## config.mk

```make
export PLATFORM = sky130hd
export DESIGN_NAME = mem_req_arbiter_flat
export DESIGN_NICKNAME = d
export VERILOG_FILES = /design/src/rtl/mem_req_arbiter_if.sv /design/src/rtl/mem_req_arbiter.sv /design/src/flat_wrapper.sv
export SDC_FILE = /design/constraint.sdc
export NUM_CORES = 1
export LEC_CHECK = 0
export BUFFER_PORTS_ARGS = -buffer_cell sky130_fd_sc_hd__buf_2
export CORE_AREA = 2 2 147 149
export CTS_CLUSTER_SIZE = 30
export DETAILED_ROUTE_END_ITERATION = 10
export DIE_AREA = 0 0 149 151
export PLACE_DENSITY = 0.67
export SETUP_SLACK_MARGIN = 0.15
export SLEW_MARGIN = 20
export SYNTH_ARGS = -nofsm -noshare
export SYNTH_HDL_FRONTEND = slang
export SYNTH_SLANG_ARGS = --single-unit
```

## constraint.sdc

```tcl
create_clock -name clk -period 4.7 [get_ports clk]
set_clock_uncertainty 0.15 [all_clocks]
set_input_delay 0.235 -clock clk [delete_from_list [all_inputs] [get_ports clk]]
set_output_delay 0.235 -clock clk [all_outputs]
set_load 0.02 [all_outputs]
```

## src/rtl/mem_req_arbiter_if.sv

```systemverilog
// Memory controller request bus: fetch port and load/store (LSB) port.
// master = arbiter side (drives enables/fields), slave = controller side (drives done/data).
interface mem_req_arbiter_if #(
  parameter int IF_BYTES = 4
);
  logic                    mc_if_en;
  logic [31:0]             mc_if_pc;
  logic                    mc_if_done;
  logic [IF_BYTES*8-1:0]   mc_if_data;
  logic                    mc_lsb_en;
  logic                    mc_lsb_rw;
  logic [31:0]             mc_lsb_addr;
  logic [2:0]              mc_lsb_len;
  logic [31:0]             mc_lsb_w_data;
  logic                    mc_lsb_done;
  logic [31:0]             mc_lsb_r_data;

  modport master (
    output mc_if_en, mc_if_pc,
    output mc_lsb_en, mc_lsb_rw, mc_lsb_addr, mc_lsb_len, mc_lsb_w_data,
    input  mc_if_done, mc_if_data,
    input  mc_lsb_done, mc_lsb_r_data
  );

  modport slave (
    input  mc_if_en, mc_if_pc,
    input  mc_lsb_en, mc_lsb_rw, mc_lsb_addr, mc_lsb_len, mc_lsb_w_data,
    output mc_if_done, mc_if_data,
    output mc_lsb_done, mc_lsb_r_data
  );
endinterface

```

## src/rtl/mem_req_arbiter.sv

```systemverilog
// Arbiter for fetch/load/store requesters onto a byte-serial memory controller.
// Ports: clk, rst (async, active-high), rdy, rollback; if_*/ld_*/st_* requester
// handshakes; mc = controller bus (master modport). Priority ST > LD > IF, one
// operation outstanding, one cool cycle after each completion, rollback squashes
// fetch/load. Optional fetch-aging via macro ARB_AGING_EN (parameter AGE_LIMIT).
module mem_req_arbiter #(
  parameter int IF_BYTES  = 4
`ifdef ARB_AGING_EN
  ,
  parameter int AGE_LIMIT = 4
`endif
) (
  input  logic                  clk,
  input  logic                  rst,
  input  logic                  rdy,
  input  logic                  rollback,
  input  logic                  if_req,
  input  logic [31:0]           if_addr,
  output logic                  if_done,
  output logic [IF_BYTES*8-1:0] if_data,
  input  logic                  ld_req,
  input  logic [31:0]           ld_addr,
  input  logic [2:0]            ld_len,
  output logic                  ld_done,
  output logic [31:0]           ld_data,
  input  logic                  st_req,
  input  logic [31:0]           st_addr,
  input  logic [2:0]            st_len,
  input  logic [31:0]           st_data,
  output logic                  st_done,
  mem_req_arbiter_if.master     mc
);

  typedef enum logic [2:0] {
    IDLE,
    BUSY_IF,
    BUSY_LD,
    BUSY_ST,
    COOL
  } state_t;

  state_t state;
  state_t state_n;

  logic squash;
  logic force_if;
  logic gnt_if;
  logic gnt_ld;
  logic gnt_st;
  logic cpl_if;
  logic cpl_ld;
  logic cpl_st;
  logic kill;

  // A completion is dropped if its op was squashed earlier or in this cycle.
  assign kill = squash | rollback;

`ifdef ARB_AGING_EN
  localparam int AW = $clog2(AGE_LIMIT + 1);

  logic [AW-1:0] age;

  assign force_if = (age >= AW'(AGE_LIMIT));

  always_ff @(posedge clk or posedge rst) begin
    if (rst) begin
      age <= '0;
    end else if (!if_req || gnt_if) begin
      age <= '0;
    end else if ((gnt_ld || gnt_st) && !force_if) begin
      age <= age + 1'b1;
    end
  end
`else
  assign force_if = 1'b0;
`endif

  always_ff @(posedge clk or posedge rst) begin
    if (rst) begin
      state <= IDLE;
    end else begin
      state <= state_n;
    end
  end

  always_comb begin
    state_n = state;
    gnt_if  = 1'b0;
    gnt_ld  = 1'b0;
    gnt_st  = 1'b0;
    cpl_if  = 1'b0;
    cpl_ld  = 1'b0;
    cpl_st  = 1'b0;
    case (state)
      IDLE: begin
        if (rdy) begin
          if (force_if && if_req && !rollback) begin
            gnt_if = 1'b1;
          end else if (st_req) begin
            gnt_st = 1'b1;
          end else if (ld_req && !rollback) begin
            gnt_ld = 1'b1;
          end else if (if_req && !rollback) begin
            gnt_if = 1'b1;
          end
        end
        unique case (1'b1)
          gnt_if:  state_n = BUSY_IF;
          gnt_ld:  state_n = BUSY_LD;
          gnt_st:  state_n = BUSY_ST;
          default: state_n = IDLE;
        endcase
      end
      BUSY_IF: begin
        if (mc.mc_if_done) begin
          cpl_if  = 1'b1;
          state_n = COOL;
        end
      end
      BUSY_LD: begin
        if (mc.mc_lsb_done) begin
          cpl_ld  = 1'b1;
          state_n = COOL;
        end
      end
      BUSY_ST: begin
        if (mc.mc_lsb_done) begin
          cpl_st  = 1'b1;
          state_n = COOL;
        end
      end
      COOL: begin
        state_n = IDLE;
      end
      default: begin
        state_n = IDLE;
      end
    endcase
  end

  // Squash flag: set by rollback during a fetch/load, cleared by its completion.
  always_ff @(posedge clk or posedge rst) begin
    if (rst) begin
      squash <= 1'b0;
    end else if (cpl_if || cpl_ld || cpl_st) begin
      squash <= 1'b0;
    end else if (rollback && (state == BUSY_IF || state == BUSY_LD)) begin
      squash <= 1'b1;
    end
  end

  // Controller fetch port: fields latched on grant, held while busy.
  always_ff @(posedge clk or posedge rst) begin
    if (rst) begin
      mc.mc_if_en <= 1'b0;
      mc.mc_if_pc <= '0;
    end else if (gnt_if) begin
      mc.mc_if_en <= 1'b1;
      mc.mc_if_pc <= if_addr;
    end else if (cpl_if) begin
      mc.mc_if_en <= 1'b0;
    end
  end

  // Controller LSB port: shared by loads and stores.
  always_ff @(posedge clk or posedge rst) begin
    if (rst) begin
      mc.mc_lsb_en     <= 1'b0;
      mc.mc_lsb_rw     <= 1'b0;
      mc.mc_lsb_addr   <= '0;
      mc.mc_lsb_len    <= '0;
      mc.mc_lsb_w_data <= '0;
    end else if (gnt_st) begin
      mc.mc_lsb_en     <= 1'b1;
      mc.mc_lsb_rw     <= 1'b1;
      mc.mc_lsb_addr   <= st_addr;
      mc.mc_lsb_len    <= st_len;
      mc.mc_lsb_w_data <= st_data;
    end else if (gnt_ld) begin
      mc.mc_lsb_en     <= 1'b1;
      mc.mc_lsb_rw     <= 1'b0;
      mc.mc_lsb_addr   <= ld_addr;
      mc.mc_lsb_len    <= ld_len;
      mc.mc_lsb_w_data <= '0;
    end else if (cpl_ld || cpl_st) begin
      mc.mc_lsb_en     <= 1'b0;
    end
  end

  // Completion routing back to requesters.
  always_ff @(posedge clk or posedge rst) begin
    if (rst) begin
      if_done <= 1'b0;
      if_data <= '0;
      ld_done <= 1'b0;
      ld_data <= '0;
      st_done <= 1'b0;
    end else begin
      if_done <= 1'b0;
      ld_done <= 1'b0;
      st_done <= cpl_st;
      if (cpl_if && !kill) begin
        if_done <= 1'b1;
        if_data <= mc.mc_if_data;
      end
      if (cpl_ld && !kill) begin
        ld_done <= 1'b1;
        ld_data <= mc.mc_lsb_r_data;
      end
    end
  end

endmodule

```

## src/flat_wrapper.sv

```systemverilog
// flat-port wrapper written by rule: the top's interface ports become plain ports
module mem_req_arbiter_flat 
#(
  parameter int IF_BYTES  = 4

)
  (clk, rst, rdy, rollback, if_req, if_addr, if_done, if_data, ld_req, ld_addr, ld_len, ld_done, ld_data, st_req, st_addr, st_len, st_data, st_done, mc_mc_if_en, mc_mc_if_pc, mc_mc_lsb_en, mc_mc_lsb_rw, mc_mc_lsb_addr, mc_mc_lsb_len, mc_mc_lsb_w_data, mc_mc_if_done, mc_mc_if_data, mc_mc_lsb_done, mc_mc_lsb_r_data);
  mem_req_arbiter_if #(.IF_BYTES(IF_BYTES)) mc_i ();
  input  logic clk;
  input  logic rst;
  input  logic rdy;
  input  logic rollback;
  input  logic if_req;
  input  logic [31:0] if_addr;
  output logic if_done;
  output logic [IF_BYTES*8-1:0] if_data;
  input  logic ld_req;
  input  logic [31:0] ld_addr;
  input  logic [2:0] ld_len;
  output logic ld_done;
  output logic [31:0] ld_data;
  input  logic st_req;
  input  logic [31:0] st_addr;
  input  logic [2:0] st_len;
  input  logic [31:0] st_data;
  output logic st_done;
  output wire logic [$bits(mc_i.mc_if_en)-1:0] mc_mc_if_en;
  output wire logic [$bits(mc_i.mc_if_pc)-1:0] mc_mc_if_pc;
  output wire logic [$bits(mc_i.mc_lsb_en)-1:0] mc_mc_lsb_en;
  output wire logic [$bits(mc_i.mc_lsb_rw)-1:0] mc_mc_lsb_rw;
  output wire logic [$bits(mc_i.mc_lsb_addr)-1:0] mc_mc_lsb_addr;
  output wire logic [$bits(mc_i.mc_lsb_len)-1:0] mc_mc_lsb_len;
  output wire logic [$bits(mc_i.mc_lsb_w_data)-1:0] mc_mc_lsb_w_data;
  input wire logic [$bits(mc_i.mc_if_done)-1:0] mc_mc_if_done;
  input wire logic [$bits(mc_i.mc_if_data)-1:0] mc_mc_if_data;
  input wire logic [$bits(mc_i.mc_lsb_done)-1:0] mc_mc_lsb_done;
  input wire logic [$bits(mc_i.mc_lsb_r_data)-1:0] mc_mc_lsb_r_data;
  assign mc_mc_if_en = mc_i.mc_if_en;
  assign mc_mc_if_pc = mc_i.mc_if_pc;
  assign mc_mc_lsb_en = mc_i.mc_lsb_en;
  assign mc_mc_lsb_rw = mc_i.mc_lsb_rw;
  assign mc_mc_lsb_addr = mc_i.mc_lsb_addr;
  assign mc_mc_lsb_len = mc_i.mc_lsb_len;
  assign mc_mc_lsb_w_data = mc_i.mc_lsb_w_data;
  assign mc_i.mc_if_done = mc_mc_if_done;
  assign mc_i.mc_if_data = mc_mc_if_data;
  assign mc_i.mc_lsb_done = mc_mc_lsb_done;
  assign mc_i.mc_lsb_r_data = mc_mc_lsb_r_data;
  mem_req_arbiter #(.IF_BYTES(IF_BYTES)) u_core (.clk(clk), .rst(rst), .rdy(rdy), .rollback(rollback), .if_req(if_req), .if_addr(if_addr), .if_done(if_done), .if_data(if_data), .ld_req(ld_req), .ld_addr(ld_addr), .ld_len(ld_len), .ld_done(ld_done), .ld_data(ld_data), .st_req(st_req), .st_addr(st_addr), .st_len(st_len), .st_data(st_data), .st_done(st_done), .mc(mc_i));
endmodule
```

==> flow_summary.json <==
{
  "synth_area_um2": 7040,
  "initialDrtViolationCount": 153,
  "grt_pass1_vias": 5929,
  "hold_class": "input port to register",
  "yosysWarnings": 0,
  "synthArstFlopShare_pct": 100,
  "antenna_left": 0,
  "antenna_found_initial": 2,
  "maxCapViolCount": 0,
  "pwr-share-seq_pct": 36.7,
  "cts-resized-gates": 0,
  "cp.buffers_inverters": 0,
  "min_period_over_period_pct": 53.5,
  "place_congestion": 0.785,
  "ys_seq_elements": 173,
  "vias": 5556,
  "rsz0062_at_grt": "no",
  "grt_max_degree": 98,
  "tightest_slew_ps": 1080,
  "yosysTopAreaCell": "dfrtp_1",
  "fin_tns_setup_ps": 0,
  "hpwl_um": 13300,
  "yosysSeqAreaShare_pct": 61.5,
  "syn_nets": 637,
  "switchingPower_mw": 2.62,
  "dp_slack_ps": 2060,
  "path_cells": "nand2b_4 > or4_2 > mux2_4",
  "dpl.cell_count": 1058,
  "cts_hold_buf": 131,
  "cts_tree": "built",
  "syn_area_per_cell_um2": 16.4,
  "die_area_um2": 22500,
  "finalMaxSlewViolations": 0,
  "io_buffers": 375,
  "min_period_ps": 2510,
  "holdWs_ps": 26.5,
  "min_to": "u_core.mc.mc_lsb_addr[25]",
  "nNetsFinal": 1140,
  "r2r_start": "u_core.state[1]",
  "max_slew_margin_pct": 28.0,
  "fmax_ghz": 0.398,
  "root_buffer": "clkbuf_16",
  "rrSetupSlack_ps": 2190,
  "crit_path_start_kind": "register",
  "ff2ff_path_depth": 3,
  "dr.pass1.iters": 6,
  "fp-row-count": 53,
  "worst_slack_ps": 2190,
  "worst_setup_path_end_kind": "register",
  "synth_edf_count": 0,
  "drc_errors": 0,
  "synth.distinct_cells": 25,
  "cts_buffers": 17,
  "cts_buffer_depth": 2,
  "r2r_end": "u_core.if_data[24]",
  "via_per_inst": 4.55,
  "status": "finished, final reports clean",
  "combPwrFrac_pct": 42.5,
  "power.clock.fraction_pct": 20.8,
  "cts_htree_levels": 4,
  "critPathMaxStageDelay_ps": 1120,
  "powerDensity_nw_per_um2": 634,
  "power.total_mw": 7.04,
  "arrival_ps": 2660,
  "fillers": 1750,
  "fp.coreArea_um2": 20800,
  "pin_count": 376,
  "synth_commonest_cells": "dfrtp_1, mux2_2, mux2_4, a22o_1, clkbuf_1",
  "synth_most_common_cell": "dfrtp_1",
  "hold_viol": 0,
  "hold-path-cell-count": 3,
  "die_x_um": 149,
  "yosys-top-cells-area": "dfrtp_1, mux2_2, mux2_4",
  "required_ps": 4840,
  "die_height_um": 151,
  "netlist.area_leader.share_pct": 61.5,
  "finalSetupViolCount": 0,
  "wl_per_cell_um": 16.7,
  "netSwitchingFraction_pct": 37.3,
  "grt.overflow.total": 0,
  "cp_max_fo": 33,
  "hold_start": "ld_addr[25]",
  "start_util_pct": 33.8,
  "p_leak_nw": 5.85,
  "synthToLayoutAreaGrowth_pct": 57.7,
  "path_class": "register to register",
  "crit_slowest_cell": "or4_2",
  "cp_top_family": "simple AND/OR/NAND/NOR gates",
  "grtUsageTotal_pct": 17.6,
  "clk-insertion-delay-late_ps": 410,
  "cts_setup_buffers": 0,
  "n_antenna_cell": 0,
  "syn_inst": 430,
  "synth_ff_type": "dfrtp_1",
  "grt_pass1_wl_um": 30700,
  "irDropWorstVdd_uv": 287,
  "drive_above_1_share_pct": 61.5,
  "cts.sinks": 173,
  "instances_no_fill": 1221,
  "intPower_mw": 4.41,
  "path_clk_slew_ps": 70,
  "wirelength_um": 20400
}
worst max path at each step:
stage / from / endpoint / cells after the start
2_1_floorplan: rst / u_core.if_data[0] / 1
3_3_place_gp: u_core.state[0] / u_core.mc.mc_lsb_w_data[30] / 3
3_5_place_dp: u_core.state[0] / u_core.mc.mc_lsb_w_data[1] / 3
4_1_cts: u_core.state[0] / u_core.mc.mc_lsb_w_data[1] / 3
5_1_grt: u_core.state[1] / u_core.if_data[3] / 3
6_report: u_core.state[1] / u_core.if_data[24] / 3
state kept, by name, summed over array words and instances (netlist names):
name	count
u_core.mc.mc_if_pc	32
u_core.mc.mc_lsb_en	1
u_core.if_done	1
u_core.mc.mc_lsb_len	3
u_core.ld_data	32
u_core.ld_done	1
u_core.if_data	32
u_core.state	3
u_core.mc.mc_lsb_w_data	32
u_core.st_done	1
u_core.mc.mc_if_en	1
u_core.mc.mc_lsb_addr	32
u_core.mc.mc_lsb_rw	1
u_core.squash	1
cells by family after synthesis:
kind of cell	Yosys count	synth area share, %
AOI/OAI and AO/OA	40	4.60
xor gates and xnor gates	1	0.124
buffers and inverters	31	2.43
DFF	173	61.5
muxes	166	29.6
and+or+nand+nor	19	1.71
power groups by stage:
stage	logic [mW]	registers, mW	clock network (mW)
floorplan	1.02	3.42	0
CTS	3.01	2.57	1.51
global route	3.19	2.66	1.57
detailed placement	2.92	2.58	0
global placement	2.87	2.56	0
finish	2.99	2.58	1.46
per-stage QoR:
stage          cell area [um^2]  utilization (%)
2_1_floorplan              7040                -
3_3_place_gp               9180             44.1
3_5_place_dp               9180             44.1
4_1_cts                   11100             53.3
5_1_grt                   11100             53.3
6_report                  11100             53.3
final cells by class:
cell class / count / area, um^2 / share of cell area (%)
Sequential cell: 173 / 4330 / 39.0
Clock inverter: 13 / 179 / 1.61
Timing Repair Buffer: 510 / 3240 / 29.2
Tap cell: 275 / 344 / 3.10
Inverter: 5 / 22.5 / 0.203
Multi-Input combinational cell: 226 / 2550 / 23.0
Clock buffer: 19 / 433 / 3.90
tightest hold or removal path: cells and delay by family:
family	cells	cell delay, ps
buf+inv	1	70
mux	2	260
cell usage in the layout (no fill, tap or decap), types with 2 or more instances in the layout:
cell           Yosys  final
buf_12             0      2
clkinvlp_4         0      3
a22o_1            32     32
o21ai_0            4      4
dfrtp_1          173    173
mux2_2           108    108
mux2_4            58     58
buf_4              0      2
inv_1              5      4
buf_2              8    375
clkbuf_16          0     17
nand2_1            7      7
clkbuf_1           9      2
or4_2              0      2
inv_6              0      5
nand3b_1           2      2
dlygate4sd3_1      0    131
bufinv_16          0      3
nor2_1             2      2
metal layers:
layer | GRT usage (%) | wire length, um
met5 | 0 | 27
met4 | 5.71 | 464
met3 | 5.72 | 1550
met2 | 31.9 | 10500
met1 | 19.6 | 7900
(Power assumes the default switching activity.)
